### src/rtl/cpu_phase_sequencer.sv
// Instruction-phase sequencer: walks FETCH/DECODE/EXECUTE/WRITEBACK, handshakes the fetch,
// and emits a registered phase code plus a 2nd-cycle load strobe for the downstream trigger.
module cpu_phase_sequencer #(
    parameter int FETCH_TIMEOUT = 15,
    parameter int EXEC_CYCLES   = 2
) (
    input  logic       Clock,
    input  logic       Reset,
    input  logic       Run,
    input  logic       Halt,
    input  logic       Mem_ack,
    input  logic       Skip_wb,
    output logic [1:0] Phase_bus,
    output logic       Phase_load,
    output logic       Mem_req,
    output logic       Fault,
    output logic [7:0] Instr_count
);

    localparam int AGE_MAX = (FETCH_TIMEOUT > EXEC_CYCLES) ? FETCH_TIMEOUT : EXEC_CYCLES;
    localparam int AGE_W   = $clog2(AGE_MAX + 2);

    localparam logic [AGE_W-1:0] AGE_ONE  = AGE_W'(1);
    localparam logic [AGE_W-1:0] AGE_TWO  = AGE_W'(2);
    localparam logic [AGE_W-1:0] AGE_TMO  = AGE_W'(FETCH_TIMEOUT);
    localparam logic [AGE_W-1:0] AGE_EXEC = AGE_W'(EXEC_CYCLES);
    localparam logic [AGE_W-1:0] AGE_SAT  = '1;

    typedef enum logic [2:0] {
        S_IDLE,
        S_FETCH,
        S_DECODE,
        S_EXECUTE,
        S_WRITEBACK,
        S_HALTED,
        S_FAULT
    } state_t;

    state_t           state_q, state_d;
    logic [AGE_W-1:0] age_q, age_d;
    logic             acked_q, acked_d;
    logic             skip_q, skip_d;
    logic             halt_pend_q, halt_pend_d;
    logic [1:0]       phase_bus_q, phase_bus_d;
    logic             phase_load_q, phase_load_d;
    logic             mem_req_q, mem_req_d;
    logic             fault_q, fault_d;
    logic [7:0]       count_q, count_d;

    logic             ack_now;
    logic             halt_now;
    logic             phase_change;

    function automatic logic [1:0] phase_code(input state_t s);
        case (s)
            S_DECODE:    phase_code = 2'b01;
            S_EXECUTE:   phase_code = 2'b10;
            S_WRITEBACK: phase_code = 2'b11;
            default:     phase_code = 2'b00;
        endcase
    endfunction

    function automatic logic is_instr_phase(input state_t s);
        is_instr_phase = (s == S_FETCH) || (s == S_DECODE) ||
                         (s == S_EXECUTE) || (s == S_WRITEBACK);
    endfunction

    // Halt takes priority over Run at every instruction boundary.
    function automatic state_t boundary_target(input logic halt, input logic run);
        if (halt) begin
            boundary_target = S_HALTED;
        end else if (run) begin
            boundary_target = S_FETCH;
        end else begin
            boundary_target = S_IDLE;
        end
    endfunction

    always_comb begin
        ack_now     = Mem_ack & mem_req_q;
        halt_now    = halt_pend_q | Halt;
        state_d     = state_q;
        skip_d      = skip_q;
        count_d     = count_q;
        halt_pend_d = halt_now;

        case (state_q)
            S_IDLE: begin
                if (halt_now) begin
                    state_d = S_HALTED;
                end else if (Run) begin
                    state_d = S_FETCH;
                end
            end
            S_FETCH: begin
                // An ack in the timeout cycle itself still counts as a successful fetch.
                if ((acked_q || ack_now) && (age_q >= AGE_TWO)) begin
                    state_d = S_DECODE;
                end else if (!acked_q && !ack_now && (age_q == AGE_TMO)) begin
                    state_d = S_FAULT;
                end
            end
            S_DECODE: begin
                if (age_q >= AGE_TWO) begin
                    skip_d  = Skip_wb;
                    state_d = S_EXECUTE;
                end
            end
            S_EXECUTE: begin
                if (age_q >= AGE_EXEC) begin
                    if (skip_q) begin
                        count_d = count_q + 8'd1;
                        state_d = boundary_target(halt_now, Run);
                    end else begin
                        state_d = S_WRITEBACK;
                    end
                end
            end
            S_WRITEBACK: begin
                if (age_q >= AGE_TWO) begin
                    count_d = count_q + 8'd1;
                    state_d = boundary_target(halt_now, Run);
                end
            end
            S_HALTED: state_d = S_HALTED;
            S_FAULT:  state_d = S_FAULT;
            default:  state_d = S_IDLE;
        endcase

        phase_change = (state_d != state_q);

        if (phase_change) begin
            age_d = AGE_ONE;
        end else if (age_q == AGE_SAT) begin
            age_d = age_q;
        end else begin
            age_d = age_q + AGE_ONE;
        end

        acked_d      = phase_change ? 1'b0 : (acked_q | ack_now);
        phase_bus_d  = phase_code(state_d);
        // Strobe lands in the 2nd cycle so the bus has already been stable for one cycle.
        phase_load_d = is_instr_phase(state_d) && !phase_change && (age_q == AGE_ONE);
        mem_req_d    = (state_d == S_FETCH) && (phase_change || (mem_req_q && !ack_now));
        fault_d      = (state_d == S_FAULT);
    end

    always_ff @(posedge Clock or negedge Reset) begin
        if (!Reset) begin
            state_q      <= S_IDLE;
            age_q        <= '0;
            acked_q      <= 1'b0;
            skip_q       <= 1'b0;
            halt_pend_q  <= 1'b0;
            phase_bus_q  <= 2'b00;
            phase_load_q <= 1'b0;
            mem_req_q    <= 1'b0;
            fault_q      <= 1'b0;
            count_q      <= 8'd0;
        end else begin
            state_q      <= state_d;
            age_q        <= age_d;
            acked_q      <= acked_d;
            skip_q       <= skip_d;
            halt_pend_q  <= halt_pend_d;
            phase_bus_q  <= phase_bus_d;
            phase_load_q <= phase_load_d;
            mem_req_q    <= mem_req_d;
            fault_q      <= fault_d;
            count_q      <= count_d;
        end
    end

    assign Phase_bus   = phase_bus_q;
    assign Phase_load  = phase_load_q;
    assign Mem_req     = mem_req_q;
    assign Fault       = fault_q;
    assign Instr_count = count_q;

endmodule

### config.mk
export PLATFORM = sky130hd
export DESIGN_NAME = cpu_phase_sequencer
export DESIGN_NICKNAME = d
export VERILOG_FILES = /design/src/rtl/cpu_phase_sequencer.sv
export SDC_FILE = /design/constraint.sdc
export NUM_CORES = 1
export LEC_CHECK = 0
export ABC_AREA = 0
export BUFFER_PORTS_ARGS = -buffer_cell sky130_fd_sc_hd__clkbuf_2
export CAP_MARGIN = 25
export CORE_UTILIZATION = 29
export CTS_CLUSTER_DIAMETER = 80
export DETAILED_ROUTE_END_ITERATION = 8
export SETUP_SLACK_MARGIN = 0.2
export SYNTH_ARGS = -nofsm -noshare
export SYNTH_HDL_FRONTEND = slang
export SYNTH_SLANG_ARGS = --single-unit
### constraint.sdc
create_clock -name Clock -period 2.4 [get_ports Clock]
set_input_delay 0.12 -clock Clock [delete_from_list [all_inputs] [get_ports Clock]]
set_output_delay 0.12 -clock Clock [all_outputs]
set_load 0.01 [all_outputs]
==> results.md, run 1 <==
* Outcome: complete, no violations
* Vias in the first global route at approximately 1200
* Drt drc at 0
* Fin Hold WS at roughly 0.081 ns
* Synthesized cell area at ~1400 um^2
* Final min period at about 2.2 ns
* Post-synth top flop: dfrtp_1
* Sw Ratio at 0.364
* Die Span Y at about 70 um
* R2R Setup Slk at between 0.15 and 0.2 ns
* Hold Crit Class: in2reg
* Crit-path max FO at 4
* Die ar. at around 5100 um^2
* CTS H-tree lvls at 1
* Max-slew violations at 0
* Pwr Density at 971 nW/um^2
* Arrival time worst endpoint at 2.39 ns
* Synth warnings at 0
* Total power at 1.79 mW
* Share of cells above drive strength 1 at 0.402
* DRT Pass-1 Iters at 4
* Max-Cap Viols at 0
* Most numerous cell in the Yosys netlist: dfrtp_1
* Relative slew slack at 0.601
* Hpwl dp at 2230 um
* Syn nets at roughly 150
* Num rows at 24
* RSZ-0062 raised after global routing: true
* Number of fill cells at between 400 and 500
* Commonest cells post-synth: dfrtp_1, nor2_1, inv_1
* Yosys top cell by area: dfrtp_1
* Gate power share at 0.478
* CTS max path bufs at 2
* TNS Setup at 0 ns
* Worst r2r src: age_q[3]
* Fraction of registers with async set/reset at 1.00
* Final WL at 3250 um
* Routed via count at roughly 1200
* Clk slew on worst S/H paths at ~0.090 ns
* Post-synthesis sequential area ratio at 0.426
* CP Data Required Time at roughly 2.6 ns
* Leakage at 0.832 nW
* PortBufs at 18
* DRT antenna net count at 0
* Diode count at 0
* Worst Setup End Kind: register
* Largest net degree at the start of global routing at 25
* Cts bufs inserted at 3
* Synth Register Bits at 24
* Clock tree root buffer cell: clkbuf_8
* Worst Hold Depth at 2
* Fmax at roughly 450 MHz
* # setup viols final at 0
* Maximum vdd drop at approximately 280 uV
* Startpoint type of the worst setup path: register
* DR iter-0 viols at 85
* RePlAce Congestion at approximately 0.93
* R2R depth at 6
* Via density at approximately 5.3
* Effective utilization at floorplan at 0.313
* Worst setup path class: reg2reg
* Top cell type's share of synthesized area at 0.426
* Routed len/inst at around 15 um
* Hold path startpoint: Skip_wb
* Initial antenna violation count at 0
* Post-synth EDFFs at 0
* Clock Sinks at 24
* Post-Synthesis Cells at 133
* Main area contributors after synthesis: dfrtp_1, ha_1, xnor2_1
* Switching power at between 600 and 700 uW
* First-pass GRT wire length at 5430 um
* Sequential Power Share at 0.324
* Internal at 1.14 mW
* Worst R2R End: Phase_load
* CTS tree: yes
* Syn Area/Cell at 10.6 um^2
* Tot GR Track Use at 0.133
* Post-synth cell types at 51
* Hold Path Sink: skip_q
* Skew final at between 0.003 and 0.004 ns
* Die W at about 72 um
* Final nets at around 180
* Final period utilization at 0.929
* Worst skew pair latency at roughly 0.26 ns
* Clk network pwr share at 0.198
* Layout area overhead at 30.6%
* Core area at roughly 4500 um^2
* Worst Tran Pin Value at 0.598 ns
* Grt ovf at 0
* Final Hold Vio Count at 0
* IO Count at 19
worst max-delay path by stage:
stage / endpoint / startpoint / cells after the start / slack (ns)
6_report: Phase_load / age_q[3] / 6 / 0.17
5_1_grt: age_q[0] / age_q[0] / 9 / 0.11
4_1_cts: age_q[0] / age_q[0] / 9 / 0.22
3_5_place_dp: age_q[0] / age_q[0] / 9 / 0.02
3_3_place_gp: age_q[0] / age_q[0] / 9 / 0.08
2_1_floorplan: Phase_load / age_q[0] / 8 / 0.23
power by group through the flow:
stage / registers [mW] / logic [mW] / clock network, mW
after detailed placement: 0.597 / 0.605 / 0
final: 0.579 / 0.854 / 0.353
after global routing: 0.595 / 0.940 / 0.376
after global placement: 0.590 / 0.589 / 0
after CTS: 0.577 / 0.716 / 0.363
after floorplan: 0.587 / 0.446 / 0
metrics by stage:
stage	util	instances	setup slack (ns)	area, um^2
floorplan	-	133	0.233	1420
global placement	0.350	205	0.0804	1580
detailed placement	0.350	205	0.0165	1580
CTS	0.386	215	0.219	1740
global route	0.408	221	0.111	1840
finish	0.408	221	0.169	1840
registers in the layout, indices dropped and copies added (netlist names):
| name | flops |
|---|---|
| Mem_req | 1 |
| age_q | 5 |
| halt_pend_q | 1 |
| acked_q | 1 |
| state_q | 3 |
| Phase_bus | 2 |
| Phase_load | 1 |
| skip_q | 1 |
| Instr_count | 8 |
| Fault | 1 |
metal layers:
| layer | global-route usage | wire [um] | vias to the layer above | part of all wire |
|---|---|---|---|---|
| li1 | - | - | 556 | - |
| met1 | 0.175 | 1440 | 568 | 0.44 |
| met2 | 0.220 | 1600 | 36 | 0.49 |
| met3 | 0.0239 | 156 | 4 | 0.048 |
| met4 | 0.0479 | 45 | 0 | 0.014 |
| met5 | 0 | 0 | - | 0 |
layout by cell type (no fill, tap or decap), types with 3 or more instances in the layout:
cell type and n:
clkbuf_2 18, ha_1 4, dfrtp_1 24, xor2_1 4
clkbuf_8 3, nand2_1 6, nor2b_1 3, a21oi_1 5
nor3_2 3, nor3_1 3, inv_1 7, nor2_1 10
xnor2_1 6, buf_4 16
critical path: stages, from the launching register on:
cell and delay (ns):
dfrtp_1 0.43, or3_4 0.44, o41ai_2 0.37, o22ai_2 0.17, or2_4 0.26, and3_2 0.20
o2111a_1 0.24
cell type report:
type | instances | area [um^2] | share of cell area
inverter | 8 | 32.5 | 0.0177
clock inverter | 1 | 30.0 | 0.0163
tap | 52 | 65.1 | 0.0354
clock buffer | 3 | 41.3 | 0.0224
sequential | 24 | 601 | 0.327
multi-input combinational | 96 | 827 | 0.450
timing repair buffer | 37 | 243 | 0.132
logic make-up (layout without fill, tap and decap cells):
logic type	after synthesis	in the layout	share of synthesized area
buf+inv	13	49	0.0586
compound gates	28	28	0.165
fa+ha+maj	6	6	0.0533
simple gates	49	49	0.212
flops	24	24	0.426
mux	2	2	0.0160
xor+xnor	11	11	0.0684
repair_timing:
item	4_1_cts	5_1_grt
endpoints found under the hold margin	24	0
buffers inserted	5	6
setup endpoints to repair	9	9
gates resized for setup	8	12
hold buffers	1	0
pin swaps	4	9
(Power assumes the default switching activity.)
==> inputs of run 2 (changes only) <==
--- a/config.mk
+++ b/config.mk
@@ -5,7 +5,7 @@
 export SDC_FILE = /design/constraint.sdc
 export NUM_CORES = 1
 export LEC_CHECK = 0
-export ABC_AREA = 0
+export ABC_AREA = 1
 export BUFFER_PORTS_ARGS = -buffer_cell sky130_fd_sc_hd__clkbuf_2
 export CAP_MARGIN = 25
 export CORE_UTILIZATION = 29
==> run 2 against run 1 <==
Compared with the run above:
- sequential cell count did not move
- count of clock-buffer cells in the layout is the same
- hold slack about the same
- largest cell class unchanged
- largest power group is now sequential cells
- first-iteration DRC count shrank 69%
- maximum frequency increased by 8.9%
- synthesized cell count grew 28%
==> results.md, run 2 <==
* Fin Hold WS at about 0.080 ns
* Post-synth cell types at 28
* Gate power share at 0.022
* Worst r2r src: age_q[1]
* Routed len/inst at roughly 10 um
* Internal at approximately 630 uW
* Post-synth top flop: dfrtp_1
* R2R Setup Slk at about 0.35 ns
* Max FFs per register at 8
* IO Count at 19
* Yosys top cell by area: dfrtp_1
* Arrival time worst endpoint at between 2 and 2.5 ns
* Commonest cells post-synth: nand2_1, dfrtp_1, inv_1
* First-pass GRT wire length at roughly 4800 um
* Die ar. at 5410 um^2
* CP max stage delay at around 0.44 ns
* Synth warnings at 0
* Die W at 73.6 um
* Clock Sinks at 24
* Utilization after layout at 0.361
* CP Launch Point: age_q[1]
* Via density at approximately 4.3
* Max-slew violations at 0
* Most numerous cell in the Yosys netlist: nand2_1
* CTS tree: yes
* Dpl cell area at approximately 1700 um^2
* Syn Area/Cell at 8.74 um^2
* CP Data Required Time at between 2 and 3 ns
* DRT Pass-1 Iters at 4
* Fmax at 488 MHz
* Routed via count at 1104
* Cells along the critical path: ha_1, and3_1, ha_1, nand3_1, nand2_1, inv_1, nand2_1, nand2_1, o21ai_1, nor2_8, nand2_4, a21oi_2
* Leakage at 0.879 nW
* Layout area overhead at 17.2%
* Cts bufs inserted at 3
* Most common cell on crit path: nand2_1
* CTS max path bufs at 2
* Final nets at slightly above 200
* Drt drc at 0
* Post-Synthesis Cells at between 150 and 200
* Clock tree root buffer cell: clkbuf_8
* Relative slew slack at 0.598
* Final WL at around 2700 um
* Share of cells above drive strength 1 at 0.328
* Clk slew on worst S/H paths at ~0.090 ns
* Switching power at between 100 and 150 uW
* Initial antenna violation count at 0
* Worst path slowest cell: dfrtp_1
* Crit path max-delay family: simple AND/OR/NAND/NOR gates
* RSZ-0062 raised after global routing: false
* Worst setup path class: reg2reg
* Worst skew pair latency at around 0.27 ns
* Fraction of registers with async set/reset at 1.00
* R2R depth at 12
* Pwr Density at about 450 nW/um^2
* Top cell type's share of synthesized area at 0.404
* RePlAce Congestion at 0.834
* PortBufs at 18
* CP bufs+invs at 1
* Buffer count from post-CTS setup fixing at 0
* Num rows at 25
* Commonest cells after routing, fill and taps aside: nand2_1, dfrtp_1, inv_1
* Skew final at about 0.0084 ns
* Final period utilization at 0.853
* Effective utilization at floorplan at 0.308
* CTS H-tree lvls at 1
* Post-synthesis sequential area ratio at 0.404
* Startpoint type of the worst setup path: register
* Sequential Power Share at 0.523
* Hold path startpoint: Halt
* Hpwl dp at roughly 2100 um
* Crit-path max FO at 6
* TNS Setup at 0 ns
* Post-synth EDFFs at 0
* Vias in the first global route at about 1100
* Worst R2R End: acked_q
* DR iter-0 viols at 26
* Worst Setup End Kind: register
* Diode count at 0
* Tot GR Track Use at 0.114
* Maximum vdd drop at a little over 300 uV
* Main area contributors after synthesis: dfrtp_1, nand2_1, inv_1
* Core area at between 4000 and 5000 um^2
* Die Span Y at between 70 and 80 um
* Hold Crit Class: in2reg
* Largest net degree at the start of global routing at 25
* Max-Cap Viols at 0
* Syn nets at around 180
* Post-route cell area at approximately 1700 um^2
* Worst Tran Pin Value at ~0.60 ns
* Outcome: complete, no violations
* Final min period at between 2 and 2.5 ns
* # setup viols final at 0
* Synth Register Bits at 24
* Worst path depth at 12
* Synthesized cell area at 1490 um^2
* Sw Ratio at 0.183
* Most common cell after layout, fill and taps aside: nand2_1
* Grt ovf at 0
* End point of the critical path: acked_q
* DRT antenna net count at 0
* Clk network pwr share at 0.455
* Final Hold Vio Count at 0
## run 2: cell types whose count changed after synthesis, sizes merged, moves of 3 or more
cell / previous run / this run
and2b: 3 / 0
and3: 5 / 1
buf: 5 / 1
inv: 8 / 24
nand2: 6 / 42
nand3: 1 / 20
nor2: 11 / 26
nor2b: 3 / 0
nor3: 7 / 2
o21ai: 2 / 6
o32ai: 3 / 0
xnor2: 6 / 3
## run 2: worst min path at each step
stage	endpoint	slack [ns]	depth (start not counted)
after global placement	halt_pend_q	0.16	1
after global routing	halt_pend_q	0.07	3
final	halt_pend_q	0.08	3
after detailed placement	halt_pend_q	0.16	1
after CTS	halt_pend_q	0.07	3
after floorplan	Fault	-0.18	0
## run 2: stage by stage
step	std cells	worst slack [ns]	power, mW
2_1_floorplan	170	0.518	0.417
3_3_place_gp	254	0.395	0.430
3_5_place_dp	254	0.357	0.430
4_1_cts	259	0.337	0.791
5_1_grt	259	0.219	0.812
6_report	259	0.352	0.775
## run 2: cell families (layout without fill, tap and decap cells)
kind of cell / Yosys count / count (layout) / share of synthesized area
adder cells (fa/ha/maj): 6 / 6 / 0.0505
multiplexers: 1 / 1 / 0.00758
buffers and inverters: 25 / 47 / 0.0657
XOR/XNOR: 10 / 10 / 0.0590
AO/OA/AOI/OAI: 10 / 10 / 0.0438
AND/OR/NAND/NOR: 94 / 94 / 0.369
flip-flops: 24 / 24 / 0.404
## run 2: worst register-to-register path, cell delays in order (launching register included)
cell	delay (ns)
dfrtp_1	0.44
ha_1	0.22
and3_1	0.20
ha_1	0.18
nand3_1	0.14
nand2_1	0.07
inv_1	0.05
nand2_1	0.09
nand2_1	0.07
o21ai_1	0.14
nor2_8	0.17
nand2_4	0.10
a21oi_2	0.11
## run 2: power groups by stage
| stage | Sequential, mW | Combinational (mW) | Clock (mW) |
|---|---|---|---|
| after floorplan | 0.413 | 0.00343 | 0 |
| after global placement | 0.413 | 0.0166 | 0 |
| after detailed placement | 0.413 | 0.0167 | 0 |
| after CTS | 0.405 | 0.0182 | 0.368 |
| after global routing | 0.405 | 0.0204 | 0.386 |
| final | 0.405 | 0.0170 | 0.353 |
## run 2: cell type report
class / count / area (um^2)
well taps: 67 / 83.8
fillers: 528 / 3080
clock buffers: 3 / 41.3
flip-flops and latches: 24 / 601
multi-input cells: 121 / 795
repair buffers: 19 / 100
clock inverters: 1 / 30.0
inverters: 24 / 90.1
## run 2: timing repair
action                                  4_1_cts  5_1_grt
hold endpoints to repair                     24        0
hold buffers                                  1        0
resized for setup                             0        1
endpoints found under the setup margin        0        1
## run 2: metal layers
layer  up-vias  track usage  share of wire
met3         2       0.0288          0.030
met2        15        0.201           0.49
met5         -            0              0
met4         0       0.0192         0.0030
li1        574            -              -
met1       513        0.142           0.47
==> inputs of run 3 (changes only) <==
--- a/config.mk
+++ b/config.mk
@@ -8,9 +8,10 @@
 export ABC_AREA = 1
 export BUFFER_PORTS_ARGS = -buffer_cell sky130_fd_sc_hd__clkbuf_2
 export CAP_MARGIN = 25
-export CORE_UTILIZATION = 29
+export CORE_UTILIZATION = 40
 export CTS_CLUSTER_DIAMETER = 80
 export DETAILED_ROUTE_END_ITERATION = 8
+export GPL_ROUTABILITY_DRIVEN = 1
 export SETUP_SLACK_MARGIN = 0.2
 export SYNTH_ARGS = -nofsm -noshare
 export SYNTH_HDL_FRONTEND = slang
==> run 3 against run 2 <==
Compared with the run above:
- worst setup slack improved by 0.031 ns
- core utilization rose by 14 points
- die area fell by 27%
- clock skew fell by 0.0068 ns
- via count rose by 0.18%
- cell area fell by 1.1%
- first-iteration DRC count fell by 19%
- largest power group unchanged
==> results.md, run 3 (same netlist as run 2, synthesis figures left out) <==
* Diode count at 0
* Via density at between 4 and 5
* Layout Cells excl Fill at approximately 240
* Leakage at between 0.8 and 0.9 nW
* Commonest cells after routing, fill and taps aside: nand2_1, dfrtp_1, inv_1
* Worst Tran Pin Value at 0.610 ns
* Most common cell on crit path: nand2_1
* Worst Hold Depth at 3
* Placed cells at 233
* RSZ-0062 raised after global routing: false
* Hold Crit Class: in2reg
* Die ar. at around 4000 um^2
* Die Span Y at ~63 um
* DR iter-0 viols at 21
* Arrival time worst endpoint at ~2.2 ns
* Final Hold Vio Count at 0
* Crit path max-delay family: simple AND/OR/NAND/NOR gates
* Relative slew slack at 0.593
* Hold Path Sink: halt_pend_q
* Fin Hold WS at between 0.09 and 0.1 ns
* R2R Setup Slk at roughly 0.38 ns
* Max-Cap Viols at 0
* Clock Sinks at 24
* PortBufs at 18
* Cells along the critical path: ha_1, and3_1, ha_1, nand3_2, nand2_1, inv_1, nand2_1, nand2_1, o21ai_1, nor2_8, nand2_4, a21oi_2
* Most common cell after layout, fill and taps aside: nand2_1
* Sequential Power Share at 0.526
* CP bufs+invs at 1
* Grt ovf at 0
* Tot GR Track Use at 0.150
* CTS max path bufs at 2
* Final WL at 2680 um
* Final min period at 2.02 ns
* Worst Setup End Kind: register
* CP max stage delay at around 0.44 ns
* Switching power at 138 uW
* Hold path startpoint: Halt
* # setup viols final at 0
* Initial antenna violation count at 0
* Effective utilization at floorplan at 0.431
* Dpl cell area at ~1600 um^2
* Final period utilization at 0.840
* Gate power share at 0.022
* Vias in the first global route at approximately 1100
* Max-slew violations at 0
* Skew final at 0.00159 ns
* Met2 Track Usage GR at 0.262
* Num rows at 21
* Worst skew pair latency at ~0.26 ns
* Post-route cell area at roughly 1700 um^2
* CP Data Required Time at between 2 and 3 ns
* Largest net degree at the start of global routing at 25
* Final nets at approximately 200
* Clock tree root buffer cell: clkbuf_8
* Fmax at between 400 and 500 MHz
* Max FFs per register at 8
* Worst r2r src: age_q[0]
* TNS Setup at 0 ns
* Clk network pwr share at 0.452
* Pwr Density at about 450 nW/um^2
* Worst R2R End: acked_q
* First-pass GRT wire length at between 4000 and 5000 um
* Outcome: complete, no violations
* Crit-path max FO at 6
* RePlAce Congestion at about 0.8
* Worst setup path class: reg2reg
* DRT antenna net count at 0
* Core area at around 3400 um^2
* R2R depth at 12
* Drt drc at 0
* Routed len/inst at ~11 um
* Internal at roughly 630 uW
* CTS H-tree lvls at 1
* Die W at ~63 um
* Global route hottest layer: met2
* CTS tree: yes
* Grt met3 use at 0.0347
* Sw Ratio at 0.179
* Number of fill cells at ~350
* Routed via count at between 1000 and 1500
* DRT Pass-1 Iters at 4
* IO Count at 19
* Global routing usage on met1 at 0.189
* Clk slew on worst S/H paths at 0.08 ns
* Layout area overhead at 15.9%
* Maximum vdd drop at 351 uV
* Cts bufs inserted at 3
* Worst path slowest cell: dfrtp_2
* Hpwl dp at ~2100 um
* Startpoint type of the worst setup path: register
* Share of cells above drive strength 1 at 0.344
* Buffer count from post-CTS setup fixing at 0
-- run 3: cell types whose count changed in the layout (fill, tap and decap cells not counted) --
cell     change
nand3_2      +1
nand3_1      -1
dfrtp_2      +2
dfrtp_1      -2
-- run 3: worst max-delay path by stage --
stage / startpoint / to / cells after the start
6_report: age_q[0] / acked_q / 12
3_5_place_dp: age_q[0] / acked_q / 12
2_1_floorplan: age_q[0] / Mem_req / 13
3_3_place_gp: age_q[0] / Mem_req / 13
5_1_grt: age_q[0] / Mem_req / 13
4_1_cts: age_q[0] / acked_q / 12
-- run 3: worst min-delay path, cell delays in order --
cell and delay (ns):
clkbuf_2 0.08, nor2_2 0.05, inv_1 0.07
-- run 3: per-layer routing --
| layer | share of wire | vias up |
|---|---|---|
| li1 | - | 576 |
| met3 | 0.030 | 2 |
| met1 | 0.47 | 511 |
| met4 | 0.0049 | 0 |
| met2 | 0.49 | 17 |
| met5 | 0 | - |
-- run 3: timing repair --
action,CTS,global route
resized for setup,0,4
hold buffers,1,0
hold endpoints to repair,24,0
setup endpoints to repair,0,3
-- run 3: final cells by class --
cell class	instances	area, um^2	area share
Multi-Input combinational cell	121	800	0.464
Sequential cell	24	603	0.350
Timing Repair Buffer	19	100	0.0581
Inverter	24	90.1	0.0523
Tap cell	46	57.6	0.0334
Clock buffer	3	41.3	0.0240
Clock inverter	1	30.0	0.0174
-- run 3: metrics by stage --
stage	worst slack, ns	util	power [mW]
2_1_floorplan	0.518	-	0.417
3_3_place_gp	0.391	0.472	0.429
3_5_place_dp	0.338	0.472	0.430
4_1_cts	0.318	0.496	0.786
5_1_grt	0.232	0.500	0.806
6_report	0.383	0.500	0.770
-- run 3: power groups by stage --
| stage | registers [mW] | logic [mW] | clock network [mW] |
|---|---|---|---|
| floorplan | 0.413 | 0.00343 | 0 |
| global placement | 0.413 | 0.0160 | 0 |
| detailed placement | 0.413 | 0.0164 | 0 |
| CTS | 0.405 | 0.0178 | 0.364 |
| global route | 0.405 | 0.0202 | 0.381 |
| finish | 0.405 | 0.0169 | 0.349 |
